<file path="config.mk">
export PLATFORM = sky130hd
export DESIGN_NAME = rd_tcem_split_tracker_flat
export DESIGN_NICKNAME = d
export VERILOG_FILES = /design/src/rtl/rd_tcem_split_tracker_if.sv /design/src/rtl/rd_tcem_split_tracker.sv /design/src/flat_wrapper.sv
export SDC_FILE = /design/constraint.sdc
export NUM_CORES = 1
export LEC_CHECK = 0
export CORE_ASPECT_RATIO = 1.2
export CORE_MARGIN = 2
export CORE_UTILIZATION = 40
export DETAILED_ROUTE_END_ITERATION = 7
export GPL_TIMING_DRIVEN = 0
export HOLD_SLACK_MARGIN = 0.12
export PLACE_DENSITY = 0.66
export SETUP_SLACK_MARGIN = 0.2
export SYNTH_ARGS = -nofsm -noshare
export SYNTH_HDL_FRONTEND = slang
export SYNTH_SLANG_ARGS = --single-unit
</file>
<file path="constraint.sdc">
create_clock -name mem_clk -period 3.05 [get_ports mem_clk]
set_clock_uncertainty 0.05 [all_clocks]
set_input_delay 0.305 -clock mem_clk [delete_from_list [all_inputs] [get_ports mem_clk]]
set_output_delay 0.305 -clock mem_clk [all_outputs]
set_load 0.005 [all_outputs]
</file>
<file path="src/rtl/rd_tcem_split_tracker_if.sv">
// Bus between the read capture path / data shifter and rd_tcem_split_tracker.
// Signals:
//   tcem_expired   - pulse from the tCEM timer checker
//   mem_page_size  - log2 page size in bytes (6..15), page-split option only
//   start_track    - command-issue pulse from the data shifter
//   first_addr     - start byte address of the burst
//   wr_rd          - 1 = write (ignored), 0 = read
//   xfer_btype     - 01 = INCR, 10 = WRAP
//   xfer_mem_len   - burst length in 2-byte beats
//   rd_beat_valid  - one captured DDR beat this cycle
//   ce_n_ip        - CE# as driven to the memory (1 = deasserted)
//   rd_split_ack   - data shifter accepted the split request
//   rd_split_req   - re-issue of the remainder required (level)
//   rd_next_addr   - resume byte address
//   rd_rem_len     - beats still owed
//   rd_xfer_done   - one-cycle pulse on completion without a split
// Modports: master = data shifter / capture side, slave = tracker.
interface rd_tcem_split_tracker_if #(
    parameter int unsigned AXI_ADDR_WIDTH = 32,
    parameter int unsigned AXI_DATA_WIDTH = 32
);
    localparam int unsigned DQS_CNT_WIDTH = (AXI_DATA_WIDTH == 128) ? 12 :
                                            (AXI_DATA_WIDTH == 64)  ? 11 : 10;

    logic                      tcem_expired;
    logic [3:0]                mem_page_size;
    logic                      start_track;
    logic [AXI_ADDR_WIDTH-1:0] first_addr;
    logic                      wr_rd;
    logic [1:0]                xfer_btype;
    logic [DQS_CNT_WIDTH-1:0]  xfer_mem_len;
    logic                      rd_beat_valid;
    logic                      ce_n_ip;
    logic                      rd_split_ack;
    logic                      rd_split_req;
    logic [AXI_ADDR_WIDTH-1:0] rd_next_addr;
    logic [DQS_CNT_WIDTH-1:0]  rd_rem_len;
    logic                      rd_xfer_done;

    modport master (
        output tcem_expired, mem_page_size, start_track, first_addr, wr_rd, xfer_btype,
               xfer_mem_len, rd_beat_valid, ce_n_ip, rd_split_ack,
        input  rd_split_req, rd_next_addr, rd_rem_len, rd_xfer_done
    );

    modport slave (
        input  tcem_expired, mem_page_size, start_track, first_addr, wr_rd, xfer_btype,
               xfer_mem_len, rd_beat_valid, ce_n_ip, rd_split_ack,
        output rd_split_req, rd_next_addr, rd_rem_len, rd_xfer_done
    );
endinterface

</file>
<file path="src/rtl/rd_tcem_split_tracker.sv">
// Read-side tCEM split tracker. Counts captured read beats of a burst and, when
// tCEM expires (or CE# is dropped early), waits for CE# high and the capture
// pipeline to drain, then asks the data shifter to re-issue the remainder with
// the exact resume address and beat count.
// Ports:
//   mem_clk - memory-side clock
//   rst_n   - asynchronous active-low reset
//   bus     - rd_tcem_split_tracker_if.slave (see interface file for signals)
// Optional build macro RD_PG_BNDRY_SPLIT_EN: INCR reads are also split when a
// beat lands the address on a page boundary (page = 2**mem_page_size bytes).
module rd_tcem_split_tracker #(
    parameter int unsigned AXI_ADDR_WIDTH = 32,
    parameter int unsigned AXI_DATA_WIDTH = 32
) (
    input logic                    mem_clk,
    input logic                    rst_n,
    rd_tcem_split_tracker_if.slave bus
);
    localparam int unsigned DQS_CNT_WIDTH = (AXI_DATA_WIDTH == 128) ? 12 :
                                            (AXI_DATA_WIDTH == 64)  ? 11 : 10;
    localparam int unsigned AW = AXI_ADDR_WIDTH;
    localparam int unsigned CW = DQS_CNT_WIDTH;

    localparam logic [1:0] StIdle     = 2'd0;
    localparam logic [1:0] StRdTrack  = 2'd1;
    localparam logic [1:0] StDrain    = 2'd2;
    localparam logic [1:0] StSplitReq = 2'd3;

    logic [1:0]    state_q, state_d;
    logic [AW-1:0] addr_cntr_q, addr_cntr_d;
    logic [CW-1:0] rem_cnt_q, rem_cnt_d;
    logic          wrap_q, wrap_d;
    logic [AW-1:0] wrap_mask_q, wrap_mask_d;   // low-bit mask of the wrap window
    logic          split_req_q, split_req_d;
    logic [AW-1:0] next_addr_q, next_addr_d;
    logic [CW-1:0] rem_len_q, rem_len_d;
    logic          xfer_done_q, xfer_done_d;

    logic          beat;
    logic [AW-1:0] addr_inc, addr_adv, addr_nxt;
    logic [CW-1:0] rem_nxt;
    logic          start_wrap;
    logic [AW-1:0] start_mask;
    logic          page_hit;

    // A beat only counts while tracking and while beats are still owed.
    always_comb begin
        beat     = ((state_q == StRdTrack) || (state_q == StDrain)) && bus.rd_beat_valid &&
                   (rem_cnt_q != '0);
        addr_inc = addr_cntr_q + AW'(2);
        addr_adv = wrap_q ? ((addr_cntr_q & ~wrap_mask_q) | (addr_inc & wrap_mask_q)) : addr_inc;
        addr_nxt = beat ? addr_adv : addr_cntr_q;
        rem_nxt  = beat ? (rem_cnt_q - CW'(1)) : rem_cnt_q;
    end

    // Only WRAP lengths 8/16/32 form a window; anything else is tracked as INCR.
    always_comb begin
        start_wrap = 1'b0;
        start_mask = '0;
        if (bus.xfer_btype == 2'b10) begin
            case (bus.xfer_mem_len)
                CW'(8):  begin start_wrap = 1'b1; start_mask = AW'(16'h000F); end
                CW'(16): begin start_wrap = 1'b1; start_mask = AW'(16'h001F); end
                CW'(32): begin start_wrap = 1'b1; start_mask = AW'(16'h003F); end
                default: begin start_wrap = 1'b0; start_mask = '0; end
            endcase
        end
    end

`ifdef RD_PG_BNDRY_SPLIT_EN
    logic [AW-1:0] page_mask;
    always_comb begin
        page_mask = (AW'(1) << bus.mem_page_size) - AW'(1);
        page_hit  = !wrap_q && beat && (bus.mem_page_size >= 4'd6) &&
                    ((addr_adv & page_mask) == '0);
    end
`else
    logic unused_page_size;
    assign unused_page_size = ^bus.mem_page_size;
    assign page_hit         = 1'b0;
`endif

    always_comb begin
        state_d     = state_q;
        addr_cntr_d = addr_cntr_q;
        rem_cnt_d   = rem_cnt_q;
        wrap_d      = wrap_q;
        wrap_mask_d = wrap_mask_q;
        split_req_d = split_req_q;
        next_addr_d = next_addr_q;
        rem_len_d   = rem_len_q;
        xfer_done_d = 1'b0;
        case (state_q)
            StIdle: begin
                if (bus.start_track && !bus.wr_rd) begin
                    addr_cntr_d = bus.first_addr;
                    rem_cnt_d   = bus.xfer_mem_len;
                    wrap_d      = start_wrap;
                    wrap_mask_d = start_mask;
                    state_d     = StRdTrack;
                end
            end
            StRdTrack: begin
                addr_cntr_d = addr_nxt;
                rem_cnt_d   = rem_nxt;
                if (bus.ce_n_ip) begin
                    // Early CE# deassertion with beats owed is handled as a split.
                    if (rem_nxt == '0) begin
                        xfer_done_d = 1'b1;
                        state_d     = StIdle;
                    end else begin
                        state_d = StDrain;
                    end
                end else if ((rem_nxt != '0) && (bus.tcem_expired || page_hit)) begin
                    state_d = StDrain;
                end
            end
            StDrain: begin
                addr_cntr_d = addr_nxt;
                rem_cnt_d   = rem_nxt;
                if (bus.ce_n_ip && !bus.rd_beat_valid) begin
                    if (rem_cnt_q == '0) begin
                        xfer_done_d = 1'b1;
                        state_d     = StIdle;
                    end else begin
                        split_req_d = 1'b1;
                        next_addr_d = addr_cntr_q;
                        rem_len_d   = rem_cnt_q;
                        state_d     = StSplitReq;
                    end
                end
            end
            StSplitReq: begin
                if (bus.rd_split_ack) begin
                    split_req_d = 1'b0;
                    state_d     = StIdle;
                end
            end
            default: state_d = StIdle;
        endcase
    end

    always_ff @(posedge mem_clk or negedge rst_n) begin
        if (!rst_n) begin
            state_q     <= StIdle;
            addr_cntr_q <= '0;
            rem_cnt_q   <= '0;
            wrap_q      <= 1'b0;
            wrap_mask_q <= '0;
            split_req_q <= 1'b0;
            next_addr_q <= '0;
            rem_len_q   <= '0;
            xfer_done_q <= 1'b0;
        end else begin
            state_q     <= state_d;
            addr_cntr_q <= addr_cntr_d;
            rem_cnt_q   <= rem_cnt_d;
            wrap_q      <= wrap_d;
            wrap_mask_q <= wrap_mask_d;
            split_req_q <= split_req_d;
            next_addr_q <= next_addr_d;
            rem_len_q   <= rem_len_d;
            xfer_done_q <= xfer_done_d;
        end
    end

    assign bus.rd_split_req = split_req_q;
    assign bus.rd_next_addr = next_addr_q;
    assign bus.rd_rem_len   = rem_len_q;
    assign bus.rd_xfer_done = xfer_done_q;
endmodule

</file>
<file path="src/flat_wrapper.sv">
// flat-port wrapper written by rule: the top's interface ports become plain ports
module rd_tcem_split_tracker_flat 
#(
    parameter int unsigned AXI_ADDR_WIDTH = 32,
    parameter int unsigned AXI_DATA_WIDTH = 32
)
  (mem_clk, rst_n, bus_tcem_expired, bus_mem_page_size, bus_start_track, bus_first_addr, bus_wr_rd, bus_xfer_btype, bus_xfer_mem_len, bus_rd_beat_valid, bus_ce_n_ip, bus_rd_split_ack, bus_rd_split_req, bus_rd_next_addr, bus_rd_rem_len, bus_rd_xfer_done);
  rd_tcem_split_tracker_if #(.AXI_ADDR_WIDTH(AXI_ADDR_WIDTH), .AXI_DATA_WIDTH(AXI_DATA_WIDTH)) bus_i ();
  input logic mem_clk;
  input logic rst_n;
  input wire logic [$bits(bus_i.tcem_expired)-1:0] bus_tcem_expired;
  input wire logic [$bits(bus_i.mem_page_size)-1:0] bus_mem_page_size;
  input wire logic [$bits(bus_i.start_track)-1:0] bus_start_track;
  input wire logic [$bits(bus_i.first_addr)-1:0] bus_first_addr;
  input wire logic [$bits(bus_i.wr_rd)-1:0] bus_wr_rd;
  input wire logic [$bits(bus_i.xfer_btype)-1:0] bus_xfer_btype;
  input wire logic [$bits(bus_i.xfer_mem_len)-1:0] bus_xfer_mem_len;
  input wire logic [$bits(bus_i.rd_beat_valid)-1:0] bus_rd_beat_valid;
  input wire logic [$bits(bus_i.ce_n_ip)-1:0] bus_ce_n_ip;
  input wire logic [$bits(bus_i.rd_split_ack)-1:0] bus_rd_split_ack;
  output wire logic [$bits(bus_i.rd_split_req)-1:0] bus_rd_split_req;
  output wire logic [$bits(bus_i.rd_next_addr)-1:0] bus_rd_next_addr;
  output wire logic [$bits(bus_i.rd_rem_len)-1:0] bus_rd_rem_len;
  output wire logic [$bits(bus_i.rd_xfer_done)-1:0] bus_rd_xfer_done;
  assign bus_i.tcem_expired = bus_tcem_expired;
  assign bus_i.mem_page_size = bus_mem_page_size;
  assign bus_i.start_track = bus_start_track;
  assign bus_i.first_addr = bus_first_addr;
  assign bus_i.wr_rd = bus_wr_rd;
  assign bus_i.xfer_btype = bus_xfer_btype;
  assign bus_i.xfer_mem_len = bus_xfer_mem_len;
  assign bus_i.rd_beat_valid = bus_rd_beat_valid;
  assign bus_i.ce_n_ip = bus_ce_n_ip;
  assign bus_i.rd_split_ack = bus_rd_split_ack;
  assign bus_rd_split_req = bus_i.rd_split_req;
  assign bus_rd_next_addr = bus_i.rd_next_addr;
  assign bus_rd_rem_len = bus_i.rd_rem_len;
  assign bus_rd_xfer_done = bus_i.rd_xfer_done;
  rd_tcem_split_tracker #(.AXI_ADDR_WIDTH(AXI_ADDR_WIDTH), .AXI_DATA_WIDTH(AXI_DATA_WIDTH)) u_core (.mem_clk(mem_clk), .rst_n(rst_n), .bus(bus_i));
endmodule
</file>
==> summary.txt <==
Run status
  – Outcome: complete, no violations

Synth
  – YS warnings: 0
  – Synth area leaders: dfrtp_1 47%, mux2_2 7.8%, o21ai_0 4.4%, nand2_1 4.2%, a21oi_1 2.8%
  – Synth unique cells: 67
  – Syn_area_per_cell: 9.781 um2
  – Synth Cell Area: 0.004881 mm2
  – Top-count cell post-synth: dfrtp_1
  – Ranking of synthesized cells by instance count: 92 x dfrtp_1, 55 x nand2_1, 43 x o21ai_0
  – Post-synth EDFFs: 0
  – Synth Flop Type: dfrtp_1
  – Synthesized instance count: between 400 and 500
  – Post-synth ARST share: 100.0%
  – Syn Nets: roughly 560
  – Synth Register Bits: between 90 and 100
  – Yosys top cell by area: dfrtp_1
  – Yosys top cell area share: approximately 47%
  – Register area share after synthesis: ~47%

Global route
  – Largest net degree at the start of global routing: 62
  – Vias in the first global route: 4507
  – Initial antenna violation count: 0
  – GRT Total Usage: a little over a fifth
  – First-pass GRT wire length: approximately 23000 um
  – Gr ovfl total: 0

Detailed routing
  – Drt wl/cell: roughly 18 um
  – Via/cell ratio: 5.771
  – Routed via count: approximately 4500
  – Drt total wl: between 10000 and 15000 um
  – Starting DRT DRC Count: 204
  – Post-route antenna net violation count: 0
  – # DRC: 0
  – Drt first pass iters: 5

STA
  – Final-report hold violation count: 0
  – Tmin final: 2.741 ns
  – Fmax: 0.3648 GHz
  – Max-slew violation count: 0
  – Worst-Margin Slew: a little under 0.7 ns
  – Sum Neg Setup Slack: 0 ns
  – Final setup viols: 0
  – Final worst-path setup slack: 0.3091 ns
  – RSZ-0062 raised after global routing: no
  – Rel. slew slack: between 50 and 60%
  – Period utilisation layout: 89.86%

Setup path
  – CP max FO: 7
  – Crit start category: register
  – Setup crit end kind: register
  – Worst reg2reg path depth: 8
  – CP Data Required Time: ~3.3 ns
  – Worst setup path class: register to register
  – Crit path DAT: around 3.0 ns

Die
  – IO Pins: 100
  – Die Wd: ~100 um
  – Core footprint: between 0.01 and 0.015 mm2
  – Row cnt: 44
  – Die H: approximately 130 um
  – Die footprint: 0.01311 mm2
  – Initial Utilization: about two fifths

Finish
  – Share of cells above drive strength 1: about 13%
  – Sequential cell area: around 0.0023 mm2
  – Antenna cells: 0
  – Non-Filler Instances: around 780
  – Nets@finish: slightly below 700
  – FILL cells: between 1000 and 1500
  – Layout area overhead: 31.84%
  – Area of the multi-input gates: 0.002432 mm2

Placement
  – Post-placement setup slack: around 0.047 ns
  – IO buf count: 95
  – Inst Count DP: between 700 and 800
  – GPL Wtd Cong: between 0.8 and 0.9
  – DP HPWL: 10050 um

Flow run
  – Max-cap violations: 0

Clocking
  – H-tree levels: 3
  – CTS buffer count: 9
  – Root buf cell: clkbuf_16
  – CTS max path bufs: 2
  – Clk slew on worst S/H paths: around 0.060 ns
  – Clock latency on the worst-skew pair: 0.34 ns
  – # clock sinks: 92
  – CTS tree: yes

Pwr
  – Power Density: 1099 mW/mm2
  – Peak supply drop: between 0.0004 and 0.0005 V
  – Static Leak: 0.002588 uW

Worst hold path
  – HP Class: input port to asynchronous set/reset pin
==> worst max-delay path, cell delays in order (launching register included) <==
cell	delay, ns
dfrtp_1	0.41
inv_1	0.12
ha_4	0.34
nand4bb_1	0.21
or3_4	0.42
nor4b_4	0.32
xnor2_1	0.19
a2111oi_1	0.42
nand3b_1	0.18
==> placed cells by master (no fill, tap or decap), drive strengths merged, types with 2 or more instances in the layout <==
master	netlist	routed
xnor2	2	2
clkbuf	17	29
dfrtp	92	92
o22ai	7	7
nor3	8	8
a311oi	2	2
a22o	4	4
nor2	30	30
inv	16	17
nor2b	3	3
o211ai	9	9
nand2b	7	7
nand4	10	10
clkdlybuf4s50	0	94
mux2i	2	2
mux2	34	34
o21ai	44	44
a31oi	9	9
ha	7	7
a21oi	27	27
nand2	55	55
and3	9	9
a21o	3	3
and4	2	2
or3	3	3
a221o	8	8
nor3b	5	5
o32a	2	2
nand3b	2	2
nor4b	3	3
o311ai	8	8
buf	11	17
o31ai	3	3
nor4	12	12
nand3	24	24
==> power breakdown <==
group / internal (uW) / leakage (uW) / switching [uW]
clock: 657 / 0.000139 / 471
sequential: 1820 / 0.00112 / 522
combinational: 1670 / 0.00133 / 1930
==> flip-flops by register name (all words and copies together) (netlist names), named ones only <==
name	count
u_core.bus.rd_next_addr	32
u_core.addr_cntr_q	28
u_core.bus.rd_rem_len	10
u_core.rem_cnt_q	10
u_core.wrap_mask_q	3
u_core.state_q	2
u_core.bus.rd_split_req	1
u_core.bus.rd_xfer_done	1
u_core.wrap_q	1
==> worst paths after layout <==
check | start | to | slack [ns]
setup / recovery | u_core.state_q[0] | u_core.state_q[1] | 0.31
hold / removal | rst_n | u_core.bus.rd_next_addr[24] | 0.41
setup reg to reg | u_core.state_q[0] | u_core.state_q[1] | 0.31
hold reg to reg | u_core.wrap_mask_q[3] | u_core.wrap_mask_q[3] | 0.42
max in group asynchronous | rst_n | u_core.state_q[1] | 1.87
min in group mem_clk | u_core.wrap_mask_q[3] | u_core.wrap_mask_q[3] | 0.42
==> repair_timing <==
action / in CTS / in global routing
hold buffers: 1 / 0
cloned: 0 / 0
pin swaps: 1 / 1
hold endpoints to repair: 31 / 0
setup buffers: 1 / 3
gates resized for setup: 4 / 5
endpoints found under the setup margin: 5 / 46
==> kinds of logic after synthesis <==
logic type / after synthesis / share of synthesized area, %
flip-flops: 92 / 47.17
AND/OR/NAND/NOR: 178 / 19.69
buffers and inverters: 44 / 3.845
adder cells (fa/ha/maj): 7 / 1.794
AO/OA/AOI/OAI: 139 / 18.71
multiplexers: 36 / 8.254
XOR/XNOR: 3 / 0.5384
==> stage by stage <==
stage | utilization [%] | hold slack [ns] | area (um2) | total power (uW)
6_report | 53.62 | 0.4106 | 6435 | 7069
5_1_grt | 53.62 | 0.4505 | 6435 | 7580
4_1_cts | 53.19 | 0.4200 | 6384 | 7025
3_5_place_dp | 50.48 | 0.2334 | 6058 | 5861
3_3_place_gp | 50.27 | 0.4087 | 6033 | 5765
2_1_floorplan | - | -0.04059 | 4881 | 4395
==> layout make-up <==
type | instances | area share [%]
buffer | 28 | 2.003
clock buffer | 12 | 3.830
clock inverter | 3 | 0.7194
inverter | 16 | 0.9333
multi-input combinational | 363 | 37.80
sequential | 92 | 35.80
tap | 161 | 3.130
timing repair buffer | 101 | 15.79
==> routing by layer <==
layer / wire, um / vias to the layer above / GRT usage [%]
met5: 0 / - / 0
met4: 242 / 0 / 8.549
met3: 819 / 21 / 3.702
met2: 6966 / 166 / 35.94
met1: 5812 / 2200 / 27.40
li1: - / 2091 / -
(Power assumes the default switching activity.)
